<file path="src/rtl/seg7_timer_display.sv">
// Four-digit BCD up/down timer with run/pause/clear control and a multiplexed
// seven-segment display driver; all tick and button inputs are synchronised into clk.
module seg7_timer_display #(
    parameter bit SEG_ACTIVE_LOW = 1'b1,
    parameter bit AN_ACTIVE_LOW  = 1'b1,
    parameter bit BLANK_LEADING  = 1'b1
) (
    input  logic        clk,
    input  logic        rst,
    input  logic        clk_2Hz,
    input  logic        clk_1kHz,
    input  logic        start_stop,
    input  logic        clear,
    input  logic        up_down,
    output logic [6:0]  seg,
    output logic        dp,
    output logic [3:0]  an,
    output logic [15:0] bcd,
    output logic        running,
    output logic        done
);

    typedef enum logic [1:0] {
        ST_IDLE  = 2'd0,
        ST_RUN   = 2'd1,
        ST_PAUSE = 2'd2
    } state_t;

    localparam logic [6:0] SEG_OFF = SEG_ACTIVE_LOW ? 7'h7F : 7'h00;
    localparam logic       DP_OFF  = SEG_ACTIVE_LOW ? 1'b1 : 1'b0;
    localparam logic [3:0] AN_OFF  = AN_ACTIVE_LOW ? 4'hF : 4'h0;

    // Bit order of the synchroniser vectors: {clear, start_stop, clk_1kHz, clk_2Hz}
    logic [3:0]  sync1_q, sync2_q, sync3_q;
    logic        ud1_q, ud2_q;
    logic [3:0]  pulse_s;
    logic        tick2_s, tick1k_s, start_p_s, clear_p_s;

    state_t      state_q, state_d;
    logic [15:0] cnt_q, cnt_d;
    logic        running_q, running_d;
    logic        done_q, done_d;

    logic [1:0]  idx_q, idx_d;
    logic [6:0]  seg_q, seg_d;
    logic [3:0]  an_q, an_d;
    logic        dp_q, dp_d;
    logic [3:0]  digit_s;
    logic        upper_zero_s;
    logic [6:0]  seg_raw_s;
    logic [3:0]  an_raw_s;
    logic        dp_raw_s;

    function automatic logic [15:0] bcd_inc(input logic [15:0] v);
        logic [15:0] r;
        logic        c;
        r = v;
        c = 1'b1;
        for (int k = 0; k < 4; k++) begin
            if (c) begin
                if (v[4*k +: 4] >= 4'd9) begin
                    r[4*k +: 4] = 4'd0;
                    c           = 1'b1;
                end else begin
                    r[4*k +: 4] = v[4*k +: 4] + 4'd1;
                    c           = 1'b0;
                end
            end else begin
                r[4*k +: 4] = v[4*k +: 4];
            end
        end
        return r;
    endfunction

    function automatic logic [15:0] bcd_dec(input logic [15:0] v);
        logic [15:0] r;
        logic        b;
        r = v;
        b = 1'b1;
        for (int k = 0; k < 4; k++) begin
            if (b) begin
                if (v[4*k +: 4] == 4'd0) begin
                    r[4*k +: 4] = 4'd9;
                    b           = 1'b1;
                end else if (v[4*k +: 4] > 4'd9) begin
                    r[4*k +: 4] = 4'd9;
                    b           = 1'b0;
                end else begin
                    r[4*k +: 4] = v[4*k +: 4] - 4'd1;
                    b           = 1'b0;
                end
            end else begin
                r[4*k +: 4] = v[4*k +: 4];
            end
        end
        return r;
    endfunction

    // Segment pattern {g,f,e,d,c,b,a}, 1 = lit
    function automatic logic [6:0] seg_decode(input logic [3:0] d);
        logic [6:0] p;
        case (d)
            4'd0:    p = 7'h3F;
            4'd1:    p = 7'h06;
            4'd2:    p = 7'h5B;
            4'd3:    p = 7'h4F;
            4'd4:    p = 7'h66;
            4'd5:    p = 7'h6D;
            4'd6:    p = 7'h7D;
            4'd7:    p = 7'h07;
            4'd8:    p = 7'h7F;
            4'd9:    p = 7'h6F;
            default: p = 7'h00;
        endcase
        return p;
    endfunction

    // Input synchronisers and edge-detect history
    always_ff @(posedge clk or negedge rst) begin
        if (!rst) begin
            sync1_q <= 4'b0000;
            sync2_q <= 4'b0000;
            sync3_q <= 4'b0000;
            ud1_q   <= 1'b0;
            ud2_q   <= 1'b0;
        end else begin
            sync1_q <= {clear, start_stop, clk_1kHz, clk_2Hz};
            sync2_q <= sync1_q;
            sync3_q <= sync2_q;
            ud1_q   <= up_down;
            ud2_q   <= ud1_q;
        end
    end

    assign pulse_s   = sync2_q & ~sync3_q;
    assign tick2_s   = pulse_s[0];
    assign tick1k_s  = pulse_s[1];
    assign start_p_s = pulse_s[2];
    assign clear_p_s = pulse_s[3];

    // Control FSM and counter state register
    always_ff @(posedge clk or negedge rst) begin
        if (!rst) begin
            state_q   <= ST_IDLE;
            cnt_q     <= 16'h0000;
            running_q <= 1'b0;
            done_q    <= 1'b0;
        end else begin
            state_q   <= state_d;
            cnt_q     <= cnt_d;
            running_q <= running_d;
            done_q    <= done_d;
        end
    end

    // Next state and count: clear beats start, start beats the count tick
    always_comb begin
        state_d = state_q;
        cnt_d   = cnt_q;
        done_d  = 1'b0;
        if (clear_p_s) begin
            state_d = ST_IDLE;
            cnt_d   = 16'h0000;
        end else if (start_p_s) begin
            case (state_q)
                ST_IDLE:  state_d = ST_RUN;
                ST_RUN:   state_d = ST_PAUSE;
                ST_PAUSE: state_d = ST_RUN;
                default:  state_d = ST_IDLE;
            endcase
        end else if (tick2_s && (state_q == ST_RUN)) begin
            if (ud2_q) begin
                cnt_d = bcd_inc(cnt_q);
            end else if ((cnt_q == 16'h0000) || (cnt_q == 16'h0001)) begin
                cnt_d   = 16'h0000;
                done_d  = 1'b1;
                state_d = ST_IDLE;
            end else begin
                cnt_d = bcd_dec(cnt_q);
            end
        end else begin
            state_d = state_q;
        end
        running_d = (state_d == ST_RUN);
    end

    // Display source selection, blanking and polarity
    always_comb begin
        digit_s      = 4'd0;
        upper_zero_s = 1'b0;
        case (idx_q)
            2'd0: begin
                digit_s      = cnt_q[3:0];
                upper_zero_s = 1'b0;
            end
            2'd1: begin
                digit_s      = cnt_q[7:4];
                upper_zero_s = (cnt_q[15:4] == 12'h000);
            end
            2'd2: begin
                digit_s      = cnt_q[11:8];
                upper_zero_s = (cnt_q[15:8] == 8'h00);
            end
            2'd3: begin
                digit_s      = cnt_q[15:12];
                upper_zero_s = (cnt_q[15:12] == 4'h0);
            end
            default: begin
                digit_s      = 4'd0;
                upper_zero_s = 1'b0;
            end
        endcase
        if (BLANK_LEADING && upper_zero_s) begin
            seg_raw_s = 7'h00;
        end else begin
            seg_raw_s = seg_decode(digit_s);
        end
        an_raw_s = 4'b0001 << idx_q;
        dp_raw_s = (idx_q == 2'd0) && running_q;
        seg_d    = SEG_ACTIVE_LOW ? ~seg_raw_s : seg_raw_s;
        an_d     = AN_ACTIVE_LOW ? ~an_raw_s : an_raw_s;
        dp_d     = SEG_ACTIVE_LOW ? ~dp_raw_s : dp_raw_s;
        idx_d    = idx_q + 2'd1;
    end

    // Display registers advance only on the scan tick
    always_ff @(posedge clk or negedge rst) begin
        if (!rst) begin
            idx_q <= 2'd0;
            seg_q <= SEG_OFF;
            an_q  <= AN_OFF;
            dp_q  <= DP_OFF;
        end else if (tick1k_s) begin
            idx_q <= idx_d;
            seg_q <= seg_d;
            an_q  <= an_d;
            dp_q  <= dp_d;
        end else begin
            idx_q <= idx_q;
            seg_q <= seg_q;
            an_q  <= an_q;
            dp_q  <= dp_q;
        end
    end

    assign seg     = seg_q;
    assign an      = an_q;
    assign dp      = dp_q;
    assign bcd     = cnt_q;
    assign running = running_q;
    assign done    = done_q;

endmodule

</file>
<file path="config.mk">
export PLATFORM = sky130hd
export DESIGN_NAME = seg7_timer_display
export DESIGN_NICKNAME = d
export VERILOG_FILES = /design/src/rtl/seg7_timer_display.sv
export SDC_FILE = /design/constraint.sdc
export NUM_CORES = 1
export LEC_CHECK = 0
export CORE_ASPECT_RATIO = 2
export CORE_MARGIN = 2
export CORE_UTILIZATION = 52
export CTS_BUF_LIST = sky130_fd_sc_hd__clkbuf_2
export DETAILED_ROUTE_END_ITERATION = 8
export PLACE_DENSITY = 0.74
export SLEW_MARGIN = 40
export SYNTH_ARGS = -nofsm -noshare
export SYNTH_HDL_FRONTEND = slang
export SYNTH_SLANG_ARGS = --single-unit
</file>
<file path="constraint.sdc">
create_clock -name clk -period 2.16 [get_ports clk]
set_input_delay 0.648 -clock clk [delete_from_list [all_inputs] [get_ports clk]]
set_output_delay 0.648 -clock clk [all_outputs]
set_load 0.005 [all_outputs]
</file>
# Word level (Yosys, flattened, before mapping)
# Memories as Yosys holds them, arrays and structs flattened.
# Index checks and enable logic that the tools add are counted.
# Widths: inputs -> output; s select.
dict set report classes {
  add_sub_neg 9
  n_lt_le_gt_ge 8
  eq_ne 11
  shifts 1
  mux 74
  bitwise 5
  reduce_logical 21
}
# operator n
set op_table {}
lappend op_table {{$mux 16} 5}
lappend op_table {{$mux 4} 18}
lappend op_table {{$mux 1} 42}
lappend op_table {{$add 4x1->4 const B} 4}
lappend op_table {{$eq 16x1->1 const B} 1}
lappend op_table {{$ge 4x4->1 const B} 4}
lappend op_table {{$gt 4x4->1 const B} 4}
lappend op_table {{$logic_not 16->1} 1}
lappend op_table {{$logic_not 4->1} 4}
lappend op_table {{$pmux 4 s4} 1}
lappend op_table {{$sub 4x1->4 const B} 4}
lappend op_table {{$logic_not 12->1} 1}
lappend op_table {{$reduce_and 4->1} 3}
lappend op_table {{$reduce_bool 4->1} 3}
lappend op_table {{$mux 2} 5}
lappend op_table {{$ne 3x1->1 const B} 3}
lappend op_table {{$logic_not 8->1} 1}
lappend op_table {{$not 4->4} 2}
lappend op_table {{$mux 7} 1}
lappend op_table {{$not 7->7} 1}
lappend op_table {{$eq 2x1->1 const B} 3}
lappend op_table {{$eq 2x2->1 const B} 3}
lappend op_table {{$and 4x4->4} 1}
lappend op_table {{$logic_not 2->1} 2}
lappend op_table {{other kinds (11)} 12}
dict set report word_totals {
  ff_bits 48
  rom_bits 112
  input_bits 7
  out_inout_bits 30
  mem_count 1
}
# memory words width rd rd_clocked_by_memory_dff write_ports line
set memory_table {}
lappend memory_table {{(no name shown)} 16 7 1 0 0 102} ;# case (d)

# Depth between registers and ports, before layout
# Gate-level depths: netlist (run 1).
dict set report logic_depth {
  ltp_word 25
  depth_mapped 10
  depth_no_buf 10
}

# Least setup slack after synthesis (run 1)
# Ideal clock, no wire load.
dict set report synth_path {
  path_type {register -> register}
  startpoint {register cnt_q[0], in the netlist bcd[0]}
  endpoint {register cnt_q[9], in the netlist bcd[9]}
  arrival_ns 2.012
  required_time_ns 2.035
  slack_ns 0.023
  stages_incl_launch_ff 8
  n_path_buf 0
  synth_period_minus_slack_ns 2.137
  cell_sequence {dfrtp_1 > inv_1 > ha_1 > or3b_1 > a21oi_1 > o21a_1 > or3_4 > mux2_4}
}
dict set report synth_between {
  elab_chain_len 15
}
# element line
set synth_lines {}
lappend synth_lines {{start: declaration} 40} ;# logic [15:0] cnt_q, cnt_d;
lappend synth_lines {{start signal: assignment} 150} ;# cnt_q <= cnt_d;
lappend synth_lines {{branches (longest 15 deep; another with $ge 4x4->1)} -}
# Parallel ways; which one is timed is not known. The select of a mux whose other input is x is not followed.
# A chain may end at the register's enable or synchronous reset.

# Final worst setup path (run 1)
dict set report layout_path {
  startpoint {register cnt_q[13], in the netlist bcd[13]}
  endpoint {register cnt_q[9], in the netlist bcd[9]}
}
dict set report layout_between {
  elab_chain_len 7
}
# element line
set layout_lines {}
lappend layout_lines {{$eq 16x1->1 or $logic_not 16->1 (tied branches)} 174} ;# end else if ((cnt_q == 16'h0000) || (cnt_q == 16'h0001)) begin
lappend layout_lines {{$logic_or 1x1->1 (*)} 174}
lappend layout_lines {{$mux 16} 174}
lappend layout_lines {{$mux 16} 172} ;# if (ud2_q) begin
lappend layout_lines {{$mux 16} 171} ;# end else if (tick2_s && (state_q == ST_RUN)) begin
lappend layout_lines {{$mux 16} 164} ;# end else if (start_p_s) begin
lappend layout_lines {{$mux 16} 161} ;# if (clear_p_s) begin
# Every way passes the cells marked *; elsewhere a longest branch is shown, timed or not. The select of a mux whose other input is x is not followed.

==> results.sh, run 1 <==
export IMPL_grt_pass1_wl_um=13100
export IMPL_synth_edff_count=0
export IMPL_ys_seq_elements=48
export IMPL_totalNegativeSetupSlack_ns=0
export IMPL_r2r_end="bcd[9]"
export IMPL_postRouteAntennaNets=0
export IMPL_fp_row_count=39
export IMPL_netlist_instances=312
export IMPL_grt_busiest_layer="met2"
export IMPL_vias=2821
export IMPL_core_mm2=0.00566
export IMPL_met1_usage_pct=26.2
export IMPL_grt_pass1_vias=2847
export IMPL_place_hpwl_um=6150
export IMPL_place_congestion=0.943
export IMPL_hold_path_class="in2async"
export IMPL_yosysTopAreaCellShare_pct=29.8
export IMPL_viasPerCell=6.07
export IMPL_firstDrtPassIters=4
export IMPL_routedWlPerCell_um=17.7
export IMPL_layout_cells_non_filler=465
export IMPL_synth_avg_cell_area_um2=9.68
export IMPL_grtUsageTotal_pct=26.1
export IMPL_insertedDiodeCount=0
export IMPL_layout_drive_gt1_share_pct=30.0
export IMPL_synth_ff_type="dfrtp_1"
export IMPL_setup_viol=0
export IMPL_fill_cells=404
export IMPL_cts_sinks=48
export IMPL_place_port_buffers=36
export IMPL_syn_nets=344
export IMPL_cts_buffers=5
export IMPL_placed_cells=435
export IMPL_utilization_pct=72.5
export IMPL_rsz0062_at_grt="yes"
export IMPL_dp_worst_setup_slack_ns=0.0119
export IMPL_p_leak_nw=1.91
export IMPL_drt_total_wl_um=8240
export IMPL_first_iter_violations=121
export IMPL_endpoint="bcd[9]"
export IMPL_htreeDepth=2
export IMPL_ios=37
export IMPL_whs_ns=0.0476
export IMPL_syn_area_mm2=0.00302
export IMPL_clk_pin_slew_worst_paths_ns=0.30
export IMPL_power_mw=5.98
export IMPL_synthTopCellsByCount="dfrtp_1 (36), nand2_1 (26), ha_1 (25)"
export IMPL_cp_end_kind="register"
export IMPL_fin_crit_sh_pct=98.2
export IMPL_cp_start_kind="register"
export IMPL_maxCapViolations=0
export IMPL_period_needed_ns=2.12
export IMPL_setup_worst_path_class="reg2reg"
export IMPL_r2r_setup_slack_ns=0.04
export IMPL_slew_limit_headroom_pct=65.1
export IMPL_final_setup_skew_ns=0.0489
export IMPL_placedInstanceArea_mm2=0.00369
export IMPL_die_w_um=57.9
export IMPL_antenna_found_initial=0
export IMPL_die_h_um=112
export IMPL_slew_violations=0
export IMPL_finalHoldViolCount=0
export IMPL_tightest_slew_ns=0.522
export IMPL_synth_top_area_cell="dfrtp_1"
export IMPL_max_freq_mhz=472
export IMPL_critPathLaunch="bcd[13]"
export IMPL_synth_warnings=0
export IMPL_use_met2_pct=48.3
export IMPL_ir_worst_vdd_uv=1200
export IMPL_syn_to_final_growth_pct=35.9
export IMPL_run_status="finished clean"
export IMPL_nets=435
export IMPL_synth_most_common_cell="dfrtp_1"
export IMPL_insertion_delay_ns=0.48
export IMPL_root_buffer="clkbuf_2"
export IMPL_cts_tree="built"
export IMPL_fp_dieArea_mm2=0.00647
export IMPL_stdcell_area_mm2=0.00411
export IMPL_grt_use_met3_pct=3.72
export IMPL_fin_ws_ns=0.0394
export IMPL_power_density_mw_per_mm2=1460
export IMPL_cts_max_path_buffers=2
export IMPL_reg2reg_depth=7
export IMPL_synthArstFlopShare_pct=100
export IMPL_cp_required_ns=2.55
export IMPL_ys_seq_area_share_pct=40.2
export IMPL_drc=0
export IMPL_critical_path_arrival_ns=2.51
export IMPL_initial_core_util_pct=53.4
export IMPL_grt_overflow_total=0
export IMPL_grt_start_max_net_pins=32
export IMPL_r2r_start="bcd[13]"
export IMPL_critPathMaxFanout=4
export IMPL_ctsHoldBuffers=0
export IMPL_ys_top_cells_by_area="dfrtp_1 (30%), dfstp_2 (10%), ha_1 (10%)"
export IMPL_ys_types=61
cell families after synthesis:
| kind of cell | after synthesis | share of synthesized area [%] |
|---|---|---|
| AND/OR/NAND/NOR | 100 | 18.6 |
| AO/OA/AOI/OAI | 91 | 21.0 |
| flip-flops | 48 | 40.2 |
| buffers and inverters | 33 | 4.72 |
| adder cells (fa/ha/maj) | 25 | 10.4 |
| multiplexers | 9 | 3.31 |
| XOR/XNOR | 6 | 1.74 |
critical path, cell delays in order, from the launching register on:
cell and delay (ns):
dfrtp_1 0.48, inv_2 0.09, ha_2 0.17, nor3b_4 0.27, o211a_4 0.25, a21boi_4 0.07
or3_4 0.39, mux2_4 0.30
sequential cells by signal, summed over array words and instances, names as in the netlist, 2 cells and up:
name     count
an           4
bcd         16
idx_q        2
seg          7
state_q      2
sync1_q      4
sync2_q      4
sync3_q      4
worst min path at each step:
| stage | cells after the start | end | slack [ns] | from |
|---|---|---|---|---|
| 2_1_floorplan | 0 | sync2_q[0] | 0.33 | sync1_q[0] |
| 3_3_place_gp | 0 | sync2_q[0] | 0.33 | sync1_q[0] |
| 3_5_place_dp | 0 | sync2_q[0] | 0.34 | sync1_q[0] |
| 4_1_cts | 1 | bcd[10] | 0.06 | rst |
| 5_1_grt | 1 | bcd[10] | 0.06 | rst |
| 6_report | 1 | bcd[10] | 0.05 | rst |
what timing repair did:
item | CTS | global route
endpoints found under the setup margin | 32 | 29
gates resized for setup | 31 | 38
setup buffers | 19 | 3
pin swaps | 1 | 7
power breakdown:
group          total (mW)  internal, mW  switching [mW]
logic                3.89          1.94            1.95
clock network       0.640         0.316           0.324
registers            1.45          1.23           0.218
layer usage:
metal  wire, um  up-vias
li1           -     1319
met1       2860     1344
met2       4560      115
met3        365       43
met4        452        0
met5          0        -
cells in the final DEF (no fill, tap or decap), drive strengths merged, types with 3 or more instances in the layout:
master         Yosys  routed
inv               21      22
a21o               3       3
xnor2              6       6
nand2             26      26
nor2              15      15
nor2b              8       8
o21ai             14      14
a32oi              4       4
ha                25      25
dlymetal6s2s       0       9
dfrtp             36      36
a21oi             22      22
o211ai             7       7
nand2b             5       5
a222oi             4       4
nor3b              4       4
or3b               4       4
mux2               5       5
a211oi             5       5
o21bai             3       3
clkbuf             7       5
clkdlybuf4s50      0       9
o22ai              8       8
nand4              3       3
mux2i              4       4
dlygate4sd2        0      17
o21a               3       3
nor3               7       7
buf                5      61
dfstp             12      12
nand3              7       7
and2               5       5
nor4               6       6
a31oi              3       3
area by class of cell:
class / count / area [um^2] / area share (%)
inverter: 21 / 78.8 / 1.92
clock buffer: 5 / 25.0 / 0.609
tap: 61 / 76.3 / 1.86
timing repair buffer: 96 / 853 / 20.8
sequential: 48 / 1220 / 29.7
multi-input combinational: 231 / 1780 / 43.4
clock inverter: 3 / 68.8 / 1.68
(Power assumes the default switching activity.)
==> run 2: changes to the inputs <==
--- a/config.mk
+++ b/config.mk
@@ -5,12 +5,12 @@
 export SDC_FILE = /design/constraint.sdc
 export NUM_CORES = 1
 export LEC_CHECK = 0
-export CORE_ASPECT_RATIO = 2
 export CORE_MARGIN = 2
-export CORE_UTILIZATION = 52
+export CORE_UTILIZATION = 60
 export CTS_BUF_LIST = sky130_fd_sc_hd__clkbuf_2
 export DETAILED_ROUTE_END_ITERATION = 8
-export PLACE_DENSITY = 0.74
+export PLACE_DENSITY = 0.81
+export SETUP_SLACK_MARGIN = 0.05
 export SLEW_MARGIN = 40
 export SYNTH_ARGS = -nofsm -noshare
 export SYNTH_HDL_FRONTEND = slang
==> constraint.sdc (replaced) <==
create_clock -name clk -period 2.5 [get_ports clk]
set_input_delay 0.75 -clock clk [delete_from_list [all_inputs] [get_ports clk]]
set_output_delay 0.75 -clock clk [all_outputs]
set_load 0.005 [all_outputs]
==> results.sh, run 2 (synthesis results as in run 1) <==
export IMPL_root_buffer="clkbuf_2"
export IMPL_final_setup_skew_ns=0.0201
export IMPL_hold_path_class="in2async"
export IMPL_place_congestion=0.935
export IMPL_ir_worst_vdd_uv=749
export IMPL_initial_core_util_pct=63.1
export IMPL_critPathMaxFanout=9
export IMPL_syn_to_final_growth_pct=19.3
export IMPL_layout_drive_gt1_share_pct=15.6
export IMPL_worst_path_stages=1
export IMPL_firstDrtPassIters=5
export IMPL_finalHoldViolCount=0
export IMPL_power_mw=4.35
export IMPL_insertion_delay_ns=0.44
export IMPL_htreeDepth=2
export IMPL_swShare_pct=42.9
export IMPL_die_h_um=75.0
export IMPL_slew_limit_headroom_pct=48.3
export IMPL_grtUsageTotal_pct=26.6
export IMPL_layout_common_cells="clkdlybuf4s50_1 (35), dfrtp_1 (32), nand2_1 (26)"
export IMPL_postCtsSetupBuffers=0
export IMPL_fp_row_count=25
export IMPL_rsz0062_at_grt="yes"
export IMPL_grt_start_max_net_pins=27
export IMPL_power_frac_clock_pct=10.3
export IMPL_r2r_start="bcd[1]"
export IMPL_r2r_setup_slack_ns=0.18
export IMPL_grt_pass1_wl_um=11300
export IMPL_grt_overflow_total=0
export IMPL_whs_ns=0.233
export IMPL_ctsHoldBuffers=0
export IMPL_crit_buf_inv=1
export IMPL_reg2reg_depth=7
export IMPL_cp_top_family="flip-flops"
export IMPL_power_switching_mw=1.87
export IMPL_core_mm2=0.00479
export IMPL_routedWlPerCell_um=16.2
export IMPL_p_leak_nw=1.51
export IMPL_nets=389
export IMPL_combPwrFrac_pct=58.9
export IMPL_critical_path_arrival_ns=1.58
export IMPL_cp_start_kind="register"
export IMPL_cpMaxStageDelayCell="dfrtp_1"
export IMPL_cts_sinks=48
export IMPL_setup_viol=0
export IMPL_antenna_found_initial=0
export IMPL_viasPerCell=5.99
export IMPL_grt_pass1_vias=2318
export IMPL_tightest_slew_ns=0.774
export IMPL_fp_dieArea_mm2=0.00562
export IMPL_period_needed_ns=2.33
export IMPL_first_iter_violations=242
export IMPL_maxCapViolations=0
export IMPL_postRouteAntennaNets=0
export IMPL_insertedDiodeCount=0
export IMPL_cp_required_ns=1.75
export IMPL_setup_worst_path_class="reg2out"
export IMPL_vias=2545
export IMPL_max_stage_delay_ns=0.59
export IMPL_max_freq_mhz=430
export IMPL_power_frac_seq_pct=30.8
export IMPL_layout_commonest_cell="clkdlybuf4s50_1"
export IMPL_fin_crit_sh_pct=93.1
export IMPL_p_int_mw=2.48
export IMPL_cts_tree="built"
export IMPL_ios=37
export IMPL_drc=0
export IMPL_clk_pin_slew_worst_paths_ns=0.27
export IMPL_totalNegativeSetupSlack_ns=0
export IMPL_power_density_mw_per_mm2=1210
export IMPL_die_w_um=75.0
export IMPL_utilization_pct=75.3
export IMPL_slew_violations=0
export IMPL_r2r_end="bcd[6]"
export IMPL_crit_chain="clkdlybuf4s50_1"
export IMPL_cp_end_kind="primary output"
export IMPL_cts_max_path_buffers=2
export IMPL_cts_buffers=5
export IMPL_run_status="finished clean"
export IMPL_place_hpwl_um=5230
export IMPL_drt_total_wl_um=6890
export IMPL_largest_reg_flops=16
export IMPL_place_port_buffers=36
run 2: cell count changes in the layout (fill, tap and decap cells not counted), moves of 6 or more:
| cell | previous run | this run |
|---|---|---|
| buf_6 | 9 | 0 |
| clkdlybuf4s50_1 | 9 | 35 |
| dlymetal6s2s_1 | 9 | 0 |
| buf_4 | 50 | 13 |
| dlygate4sd2_1 | 17 | 0 |
| ha_1 | 19 | 25 |
run 2: final cells by class:
class | instances | area (um^2)
clock inverter | 3 | 50.0
fill | 361 | 1180
tap | 67 | 83.8
clock buffer | 5 | 25.0
multi-input combinational | 231 | 1670
inverter | 21 | 78.8
sequential | 48 | 1220
timing repair buffer | 50 | 473
run 2: per-stage QoR:
step           cell area (um^2)  setup WS, ns  instances
2_1_floorplan              3020         0.363        312
3_3_place_gp               3510         0.220        417
3_5_place_dp               3510         0.182        417
4_1_cts                    3590        0.0765        425
5_1_grt                    3600        0.0483        425
6_report                   3600         0.173        425
run 2: routing by layer:
layer	up-vias	global-route usage, %	share of wire [%]
li1	1230	-	-
met1	1205	37.2	45
met2	97	42.6	48
met3	13	4.42	5.7
met4	0	8.13	1.7
met5	-	0	0
run 2: repair_timing:
action / in CTS / in global routing
gates resized for setup: 1 / 6
setup endpoints to repair: 1 / 8
pin swaps: 0 / 1
run 2: power by group through the flow:
stage / Clock (mW) / Sequential, mW / Combinational [mW]
2_1_floorplan: 0 / 1.29 / 1.67
3_3_place_gp: 0 / 1.34 / 2.45
3_5_place_dp: 0 / 1.34 / 2.51
4_1_cts: 0.466 / 1.33 / 2.53
5_1_grt: 0.499 / 1.38 / 2.85
6_report: 0.448 / 1.34 / 2.56
run 2: worst max-delay path by stage:
stage          startpoint      end
6_report          bcd[15]  bcd[15]
3_3_place_gp       bcd[8]   bcd[9]
4_1_cts            bcd[6]   bcd[6]
3_5_place_dp       bcd[0]   bcd[9]
5_1_grt            bcd[0]   bcd[9]
2_1_floorplan      bcd[0]   bcd[9]
